$ cat src/rtl/dct_out_packer.sv
// Packs signed DCT coefficients eight per 96-bit word and writes the words
// sequentially into the output SRAM, signalling done after the last address.
module dct_out_packer #(
    parameter int COEF_W = 12,
    parameter int LANES  = 8,
    parameter int ADDR_W = 15,
    parameter int DEPTH  = 32768
) (
    input  logic                      clk,
    input  logic                      reset,
    input  logic                      start,
    input  logic                      in_valid,
    output logic                      in_ready,
    input  logic [COEF_W-1:0]         in_data,
    input  logic                      flush,
    output logic                      mem_we,
    output logic [ADDR_W-1:0]         mem_addr,
    output logic [COEF_W*LANES-1:0]   mem_din,
    output logic [ADDR_W:0]           word_count,
    output logic                      done
);

    localparam int WORD_W = COEF_W * LANES;
    localparam int LANE_W = (LANES > 1) ? $clog2(LANES) : 1;

    typedef enum logic [1:0] {
        IDLE,
        PACK,
        DONE
    } state_e;

    state_e              state_q, state_d;
    logic [LANE_W-1:0]   lane_q, lane_d;
    logic [ADDR_W-1:0]   addr_q, addr_d;
    logic [WORD_W-1:0]   pack_q, pack_d;
    logic                mem_we_q, mem_we_d;
    logic [ADDR_W-1:0]   mem_addr_q, mem_addr_d;
    logic [WORD_W-1:0]   mem_din_q, mem_din_d;
    logic [ADDR_W:0]     word_count_q, word_count_d;
    logic                done_q, done_d;
    logic                in_ready_q, in_ready_d;

    logic                accept;
    logic                last_lane;
    logic                word_done;
    logic                last_addr;
    logic [WORD_W-1:0]   pack_w;

    // A start pulse blocks acceptance in its own cycle, so the registered
    // ready is masked by it.
    assign in_ready = in_ready_q && !start;
    assign accept   = in_valid && in_ready;

    // NOTE: every signal written here gets a default first so no latch is inferred.
    always_comb begin
        state_d      = state_q;
        lane_d       = lane_q;
        addr_d       = addr_q;
        pack_d       = pack_q;
        mem_we_d     = 1'b0;
        mem_addr_d   = mem_addr_q;
        mem_din_d    = mem_din_q;
        word_count_d = word_count_q;
        done_d       = done_q;
        in_ready_d   = in_ready_q;

        last_lane = (lane_q == LANE_W'(LANES - 1));
        last_addr = (addr_q == ADDR_W'(DEPTH - 1));

        pack_w = pack_q;
        if (accept) begin
            pack_w[COEF_W*(LANES-1-int'(lane_q)) +: COEF_W] = in_data;
        end

        word_done = (state_q == PACK) &&
                    ((accept && last_lane) || (flush && (lane_q != '0 || accept)));

        // The count trails the write strobe by one cycle.
        if (mem_we_q) begin
            word_count_d = word_count_q + 1'b1;
        end

        if (start) begin
            state_d      = PACK;
            lane_d       = '0;
            addr_d       = '0;
            pack_d       = '0;
            word_count_d = '0;
            done_d       = 1'b0;
            in_ready_d   = 1'b1;
        end else begin
            case (state_q)
                PACK: begin
                    if (accept) begin
                        pack_d = pack_w;
                        lane_d = last_lane ? '0 : lane_q + 1'b1;
                    end
                    if (word_done) begin
                        mem_we_d   = 1'b1;
                        mem_addr_d = addr_q;
                        mem_din_d  = pack_w;
                        pack_d     = '0;
                        lane_d     = '0;
                        if (last_addr) begin
                            state_d    = DONE;
                            in_ready_d = 1'b0;
                        end else begin
                            addr_d = addr_q + 1'b1;
                        end
                    end
                end
                DONE: begin
                    if (mem_we_q) begin
                        done_d = 1'b1;
                    end
                end
                default: begin
                    in_ready_d = 1'b0;
                end
            endcase
        end
    end

    // NOTE: state registers use non-blocking assignments only, so every flop
    // samples the pre-edge values computed above.
    always_ff @(posedge clk) begin
        if (!reset) begin
            state_q      <= IDLE;
            lane_q       <= '0;
            addr_q       <= '0;
            pack_q       <= '0;
            mem_we_q     <= 1'b0;
            mem_addr_q   <= '0;
            mem_din_q    <= '0;
            word_count_q <= '0;
            done_q       <= 1'b0;
            in_ready_q   <= 1'b0;
        end else begin
            state_q      <= state_d;
            lane_q       <= lane_d;
            addr_q       <= addr_d;
            pack_q       <= pack_d;
            mem_we_q     <= mem_we_d;
            mem_addr_q   <= mem_addr_d;
            mem_din_q    <= mem_din_d;
            word_count_q <= word_count_d;
            done_q       <= done_d;
            in_ready_q   <= in_ready_d;
        end
    end

    assign mem_we     = mem_we_q;
    assign mem_addr   = mem_addr_q;
    assign mem_din    = mem_din_q;
    assign word_count = word_count_q;
    assign done       = done_q;

endmodule

$ cat config.mk
export PLATFORM = sky130hd
export DESIGN_NAME = dct_out_packer
export DESIGN_NICKNAME = d
export VERILOG_FILES = /design/src/rtl/dct_out_packer.sv
export SDC_FILE = /design/constraint.sdc
export NUM_CORES = 1
export LEC_CHECK = 0
export CAP_MARGIN = 20
export CORE_ASPECT_RATIO = 1.2
export CORE_MARGIN = 2
export CORE_UTILIZATION = 50
export CTS_BUF_LIST = sky130_fd_sc_hd__clkbuf_4
export DETAILED_ROUTE_END_ITERATION = 10
export PLACE_DENSITY = 0.76
export SYNTH_ARGS = -nofsm -noshare
export SYNTH_HDL_FRONTEND = slang
export SYNTH_SLANG_ARGS = --single-unit
export TNS_END_PERCENT = 1
$ cat constraint.sdc
create_clock -name clk -period 5.2 [get_ports clk]
set_clock_uncertainty 0.1 [all_clocks]
set_input_delay 1.04 -clock clk [delete_from_list [all_inputs] [get_ports clk]]
set_output_delay 1.04 -clock clk [all_outputs]
set_load 0.05 [all_outputs]
== Word level (Yosys, flattened, before mapping) ==
Index checks and enable logic that the tools add are counted.
W data, S select, Z words.

* Flip-flop bits (word level): 246
* Latch bits: 0
* RAM bits: 0
* ROM bits: 0
* Input bits: 17
* Word-level logic and storage cells: 68
* Memories: 0

* Add/subtract/negate cells: 5
* Multipliers: 1
* Div/mod/pow operators: 0
* $lt $le $gt $ge: 0
* Equal/unequal tests: 7
* Shift operators: 2
* Muxes and demuxes: 16
* Bitwise operators: 4
* Reduce and logical (&&, ||, !) cells: 22

{| class="wikitable"
|+ Operators by type and width
! cell !! count
|-
| $mux W96 || 3
|-
| $bwmux W96 || 1
|-
| $shift A12 B33 Y96 const A || 1
|-
| $shiftx A12 B33 Y96 || 1
|-
| $neg A9 Y33 || 1
|-
| $add A16 B1 Y16 const B || 1
|-
| $add A15 B1 Y15 const B || 1
|-
| $eq A15 B15 Y1 const B || 1
|-
| $reduce_and A3 Y1 || 5
|-
| $mux W3 || 3
|-
| $mux W1 || 8
|-
| $reduce_bool A2 Y1 || 4
|-
| $mul A3 B4 Y7 const A || 1
|-
| $ne A3 B3 Y1 const B || 2
|-
| $logic_and A1 B1 Y1 || 5
|-
| $not A1 Y1 || 4
|-
| $reduce_and A2 Y1 || 2
|-
| $sub A3 B3 Y4 const A || 1
|-
| $add A3 B1 Y3 const B || 1
|-
| $eq A3 B3 Y1 const B || 1
|-
| $reduce_bool A3 Y1 || 1
|-
| $reduce_or A3 Y1 || 1
|-
| $eq A2 B1 Y1 const B || 1
|-
| $eq A2 B2 Y1 const B || 1
|-
| 5 further kinds || 6
|}

== Depth between registers and ports, before layout ==
* Depth in word-level cells: 10
* Depth in mapped cells: 17
* Gate-level depth less buffers: 12

== Worst setup path after synthesis ==
OpenSTA, ideal clock, no wires.

* Path kind: register to register
* Start point: register lane_q[0]
* End point: register pack_q[49]
* Arrival: 3.696 ns
* Data required time: 4.972 ns
* Setup slack: 1.277 ns
* Stages on the path, launching flop included: 17
* Path buffers: 4
* Clock period less this slack: 3.923 ns
* Cells stage by stage: dfxtp_1 buf_2 inv_1 clkbuf_1 ha_1 ha_1 ha_1 buf_2 nor3_1 ha_1 buf_2 and4b_1 o21ai_0 a2111oi_4 o21ai_1 a22oi_1 nor2_1

* Longest elaborated chain between the ends: 8
* Elaborated cells between the ends (all ways): 18
* Those cells by class: add/sub (2); mul (1); eq/ne (1); shift (2); mux (4); reduce/logical (8)

{| class="wikitable"
|+ Ends and longest elaborated chain
! what !! line !! text
|-
| start: declaration || 33 || <nowiki>logic [LANE_W-1:0] lane_q, lane_d;</nowiki>
|-
| start signal: assignment || 140 || <nowiki>lane_q <= lane_d;</nowiki>
|-
| $sub A3 B3 Y4 || 72 || <nowiki>pack_w[COEF_W*(LANES-1-int'(lane_q)) +: COEF_W] = in_data;</nowiki>
|-
| $mul A3 B4 Y7 || 72 ||
|-
| $neg A9 Y33 || 72 ||
|-
| $shiftx A12 B33 Y96 or $shift A12 B33 Y96 (tied branches) || 72 ||
|-
| $bwmux W96 || 72 ||
|-
| $mux W96 || 71 || <nowiki>if (accept) begin</nowiki>
|-
| $mux W96 || 94 || <nowiki>if (accept) begin</nowiki>
|-
| $mux W96 || 98 || <nowiki>if (word_done) begin</nowiki>
|-
| end signal: assignment || 142 || <nowiki>pack_q <= pack_d;</nowiki>
|-
| end: declaration || 35 || <nowiki>logic [WORD_W-1:0] pack_q, pack_d;</nowiki>
|}

Several ways; a longest one is shown, not always the timed one. The select of a mux whose other input is x is not followed.
A chain may end at the register's enable or synchronous reset.

== Worst setup path after layout ==
* Start point: register lane_q[0]
* End point: register pack_q[89]

Same word-level chain as after synthesis.

==> tab_implementation.tex <==
\begin{tabular}{lr}
\hline
Metric & Value \\
\hline
\multicolumn{2}{l}{\textbf{Placed design}} \\
\quad Routability Congestion & 0.994 \\
\quad Sum of net half-perimeters after detailed placement & 22700 um \\
\quad Post-place setup slack & 927 ps \\
\quad Post-detailed-placement cell area & 0.0131 mm\^{}2 \\
\quad Count of buffers from port buffering & 146 \\
\multicolumn{2}{l}{\textbf{STA}} \\
\quad \# setup viols final & 0 \\
\quad Final Max Tran Viols & 0 \\
\quad Actual slew at the worst max-slew pin & 1010 ps \\
\quad Final worst-path setup slack & 964 ps \\
\quad F\_max & 236 MHz \\
\quad RSZ-0062 raised after global routing & false \\
\quad Slew HR & 32.8\% \\
\quad Final setup TNS & 0 ps \\
\quad Portion of the clock cycle consumed by the worst path in the final layout & 81.5\% \\
\quad Time the worst path needs with I/O delays and setup & 4240 ps \\
\quad Final Hold Vio Count & 0 \\
\multicolumn{2}{l}{\textbf{Setup path}} \\
\quad Data required time at the worst endpoint & 5670 ps \\
\quad Crit path capture type & flip-flop \\
\quad Maximum net fanout on the critical path & 38 \\
\quad Worst EP arrival & 4710 ps \\
\quad Critical path class & reg -> reg \\
\quad Element type at the critical path start & flip-flop \\
\multicolumn{2}{l}{\textbf{Detailed routing}} \\
\quad Wire length per cell after detailed routing & 18.7 um \\
\quad DRT Pass-1 Iters & 6 \\
\quad Post-DR vias/cell & 6.03 \\
\quad Post-Route WL & 33200 um \\
\quad Final ANT Viol Nets & 0 \\
\quad Vias after detailed routing & 10.7k \\
\quad Number of remaining DRC errors & 0 \\
\quad Initial DRC Count & 863 \\
\multicolumn{2}{l}{\textbf{Final layout}} \\
\quad Number of nets at the end of the flow & 1482 \\
\quad Final Instance Area & 0.0139 mm\^{}2 \\
\quad Area added between synthesis and finish & 20.7\% \\
\quad Share of cells above drive strength 1 & 10.6\% \\
\quad Most common library cell in the layout ignoring fill and taps & sky130\_fd\_sc\_hd\_\_dfxtp\_1 \\
\quad Commonest cells after routing, fill and taps aside & sky130\_fd\_sc\_hd\_\_dfxtp\_1 (246), sky130\_fd\_sc\_hd\_\_clkdlybuf4s50\_1 (145), sky130\_fd\_sc\_hd\_\_nand2\_1 (126) \\
\multicolumn{2}{l}{\textbf{Power}} \\
\quad Cell internal pwr & 2.70 mW \\
\quad Power per cell area & 258 mW/mm\^{}2 \\
\quad Sequential Power Share & 52.8\% \\
\quad Clock power share & 43.2\% \\
\quad Power share of the combinational group & 4.0\% \\
\quad Switch Pwr & 0.883 mW \\
\quad IR Drop Worst-Case VDD & 0.173 mV \\
\quad Leak Pwr & 4.90 nW \\
\quad Switching Fraction & 24.7\% \\
\multicolumn{2}{l}{\textbf{Clock network}} \\
\quad Clock buffer depth & 3 \\
\quad Resized Gates After CTS & 0 \\
\quad TritonCTS clock tree & yes \\
\quad Total number of H-tree levels & 2 \\
\quad Source-to-sink clock delay at the later pin of the worst-skew pair & 680 ps \\
\quad Num Clock Sinks & 246 \\
\quad Clock-pin slew of the registers on the worst-case setup and hold paths & 70 ps \\
\quad Number of hold-repair buffers added at the cts stage & 0 \\
\quad Master cell of the clock root buffer & sky130\_fd\_sc\_hd\_\_clkbuf\_4 \\
\quad Number of setup buffers added after CTS & 0 \\
\quad Clock buffer count from CTS & 59 \\
\multicolumn{2}{l}{\textbf{Yosys}} \\
\quad Synthesized flop and latch total & 246 \\
\quad Count of warnings emitted by yosys & 0 \\
\quad Leading cell types by total area after synthesis & sky130\_fd\_sc\_hd\_\_dfxtp\_1 (43\%), sky130\_fd\_sc\_hd\_\_mux2i\_1 (4.4\%), sky130\_fd\_sc\_hd\_\_o21ai\_0 (4.3\%), sky130\_fd\_sc\_hd\_\_nand2\_1 (4.1\%), sky130\_fd\_sc\_hd\_\_a21oi\_1 (3.8\%) \\
\quad Top-area cell type share of the netlist area & 42.9\% \\
\quad Net count of the mapped netlist & 1339 \\
\quad Post-synthesis area per instance & 8.77 um\^{}2 \\
\quad Count of flip-flops with a built-in enable after synthesis & 0 \\
\quad Number of unique standard cell types used by synthesis & 82 \\
\quad Most area-hungry cell type in the Yosys netlist & sky130\_fd\_sc\_hd\_\_dfxtp\_1 \\
\quad Cell Area, Synth & 0.0115 mm\^{}2 \\
\quad Proportion of register bits with asynchronous set or reset after synthesis & 0\% \\
\quad Proportion of synthesized chip area in sequential cells & 42.9\% \\
\quad Cell count after synthesis & 1310 \\
\quad Dominant synthesized flop cell & sky130\_fd\_sc\_hd\_\_dfxtp\_1 \\
\multicolumn{2}{l}{\textbf{Global route}} \\
\quad Via count of the first global-routing pass & 10.4k \\
\quad Largest net degree at the start of global routing & 107 \\
\quad Global-route wire length before repair & 53500 um \\
\quad Overall global routing resource usage & 27.1\% \\
\quad Total congestion overflow & 0 \\
\quad Antenna violations before repair & 1 \\
\multicolumn{2}{l}{\textbf{Die}} \\
\quad I/O pins & 147 \\
\quad Row count & 60 \\
\quad Std-Cell Core Area & 0.0225 mm\^{}2 \\
\quad Horizontal die dimension & 142 um \\
\quad Overall die area & 0.0242 mm\^{}2 \\
\quad Die Y & 170 um \\
\quad Starting density of the core & 51.0\% \\
\multicolumn{2}{l}{\textbf{Job}} \\
\quad Max capacitance violation total & 0 \\
\multicolumn{2}{l}{\textbf{Worst hold path}} \\
\quad Worst min path class & reg -> reg \\
\multicolumn{2}{l}{\textbf{Status}} \\
\quad Result of the run & completed \\
\hline
\end{tabular}
[layout make-up]
| class | instances | area [um^2] |
|---|---|---|
| antenna | 1 | 2.50 |
| clock buffer | 80 | 601 |
| clock inverter | 30 | 148 |
| fill | 2004 | 8650 |
| inverter | 31 | 116 |
| multi-input combinational | 941 | 6050 |
| sequential | 246 | 4920 |
| tap | 279 | 349 |
| timing repair buffer | 174 | 1670 |
[Yosys cell counts, drive strengths merged (5+ instances only)]
| library cell | instances |
|---|---|
| nand3b | 8 |
| xor2 | 14 |
| o22ai | 5 |
| nor3 | 21 |
| nor2b | 7 |
| o21ai | 113 |
| o31ai | 10 |
| a22o | 27 |
| nand2b | 8 |
| nand4 | 24 |
| dfxtp | 246 |
| or3 | 8 |
| and3 | 22 |
| and2 | 9 |
| xnor2 | 11 |
| nand3 | 66 |
| ha | 12 |
| a21boi | 18 |
| a21o | 8 |
| a31oi | 12 |
| nand2 | 126 |
| a211oi | 8 |
| a221o | 11 |
| or2 | 9 |
| a21oi | 89 |
| inv | 30 |
| o2bb2ai | 39 |
| mux2i | 50 |
| a32o | 17 |
| o311ai | 6 |
| nor2 | 89 |
| buf | 40 |
| nor4 | 13 |
| a22oi | 21 |
| o211ai | 15 |
| and4 | 8 |
| clkbuf | 52 |
[through the flow]
step / hold WS, ps / power [mW] / util (%) / cells
floorplan: 323 / 2.01 / - / 1310
CTS: 349 / 3.61 / 61.5 / 1780
finish: 347 / 3.58 / 61.6 / 1782
global placement: 335 / 2.07 / 58.2 / 1670
detailed placement: 337 / 2.07 / 58.2 / 1670
global route: 362 / 3.72 / 61.6 / 1782
[per-layer routing]
layer / GRT usage, % / up-vias / wire [um]
met5: 0 / - / 0
met4: 11.9 / 0 / 1160
met3: 4.42 / 98 / 2100
met2: 44.0 / 414 / 15500
met1: 35.6 / 5068 / 14500
li1: - / 5161 / -
[flip-flops by register name, indices dropped and copies added (netlist names)]
signal and flops:
lane_q 3, done 1, mem_addr 15, addr_q 15, mem_we 1, word_count 16
mem_din 96, state_q 2, in_ready_q 1, pack_q 96
[worst paths after layout]
path | from | end | slack [ps] | depth (start not counted)
worst max-delay path | lane_q[0]$_SDFFE_PP0P_ | pack_q[89]$_SDFFE_PP0P_ | 960 | 12
worst min-delay path | pack_q[37]$_SDFFE_PP0P_ | pack_q[37]$_SDFFE_PP0P_ | 350 | 2
worst max register to register | lane_q[0]$_SDFFE_PP0P_ | pack_q[89]$_SDFFE_PP0P_ | 960 | 12
worst min register to register | pack_q[37]$_SDFFE_PP0P_ | pack_q[37]$_SDFFE_PP0P_ | 350 | 2
[power groups by stage]
stage          registers, mW  clock network, mW  logic (mW)
2_1_floorplan           1.94                  0      0.0743
3_3_place_gp            1.93                  0       0.139
3_5_place_dp            1.93                  0       0.140
4_1_cts                 1.89               1.58       0.141
5_1_grt                 1.89               1.68       0.153
6_report                1.89               1.55       0.143
[worst max-delay path, stage by stage, from the launching register on]
cell	delay, ps
sky130_fd_sc_hd__dfxtp_1	330
sky130_fd_sc_hd__buf_4	360
sky130_fd_sc_hd__ha_1	580
sky130_fd_sc_hd__clkinv_1	190
sky130_fd_sc_hd__buf_4	230
sky130_fd_sc_hd__ha_1	540
sky130_fd_sc_hd__buf_4	300
sky130_fd_sc_hd__and2_1	240
sky130_fd_sc_hd__o21a_1	150
sky130_fd_sc_hd__o211ai_1	140
sky130_fd_sc_hd__nor2_2	390
sky130_fd_sc_hd__o21ai_0	260
sky130_fd_sc_hd__a32o_1	310
[cells by family after synthesis]
| family | count (synthesis) | synth area share, % |
|---|---|---|
| AND/OR/NAND/NOR | 431 | 19.1 |
| AO/OA/AOI/OAI | 420 | 25.6 |
| flip-flops | 246 | 42.9 |
| buffers and inverters | 123 | 4.53 |
| multiplexers | 53 | 4.65 |
| XOR/XNOR | 25 | 1.97 |
| adder cells (fa/ha/maj) | 12 | 1.31 |
(Power assumes the default switching activity.)
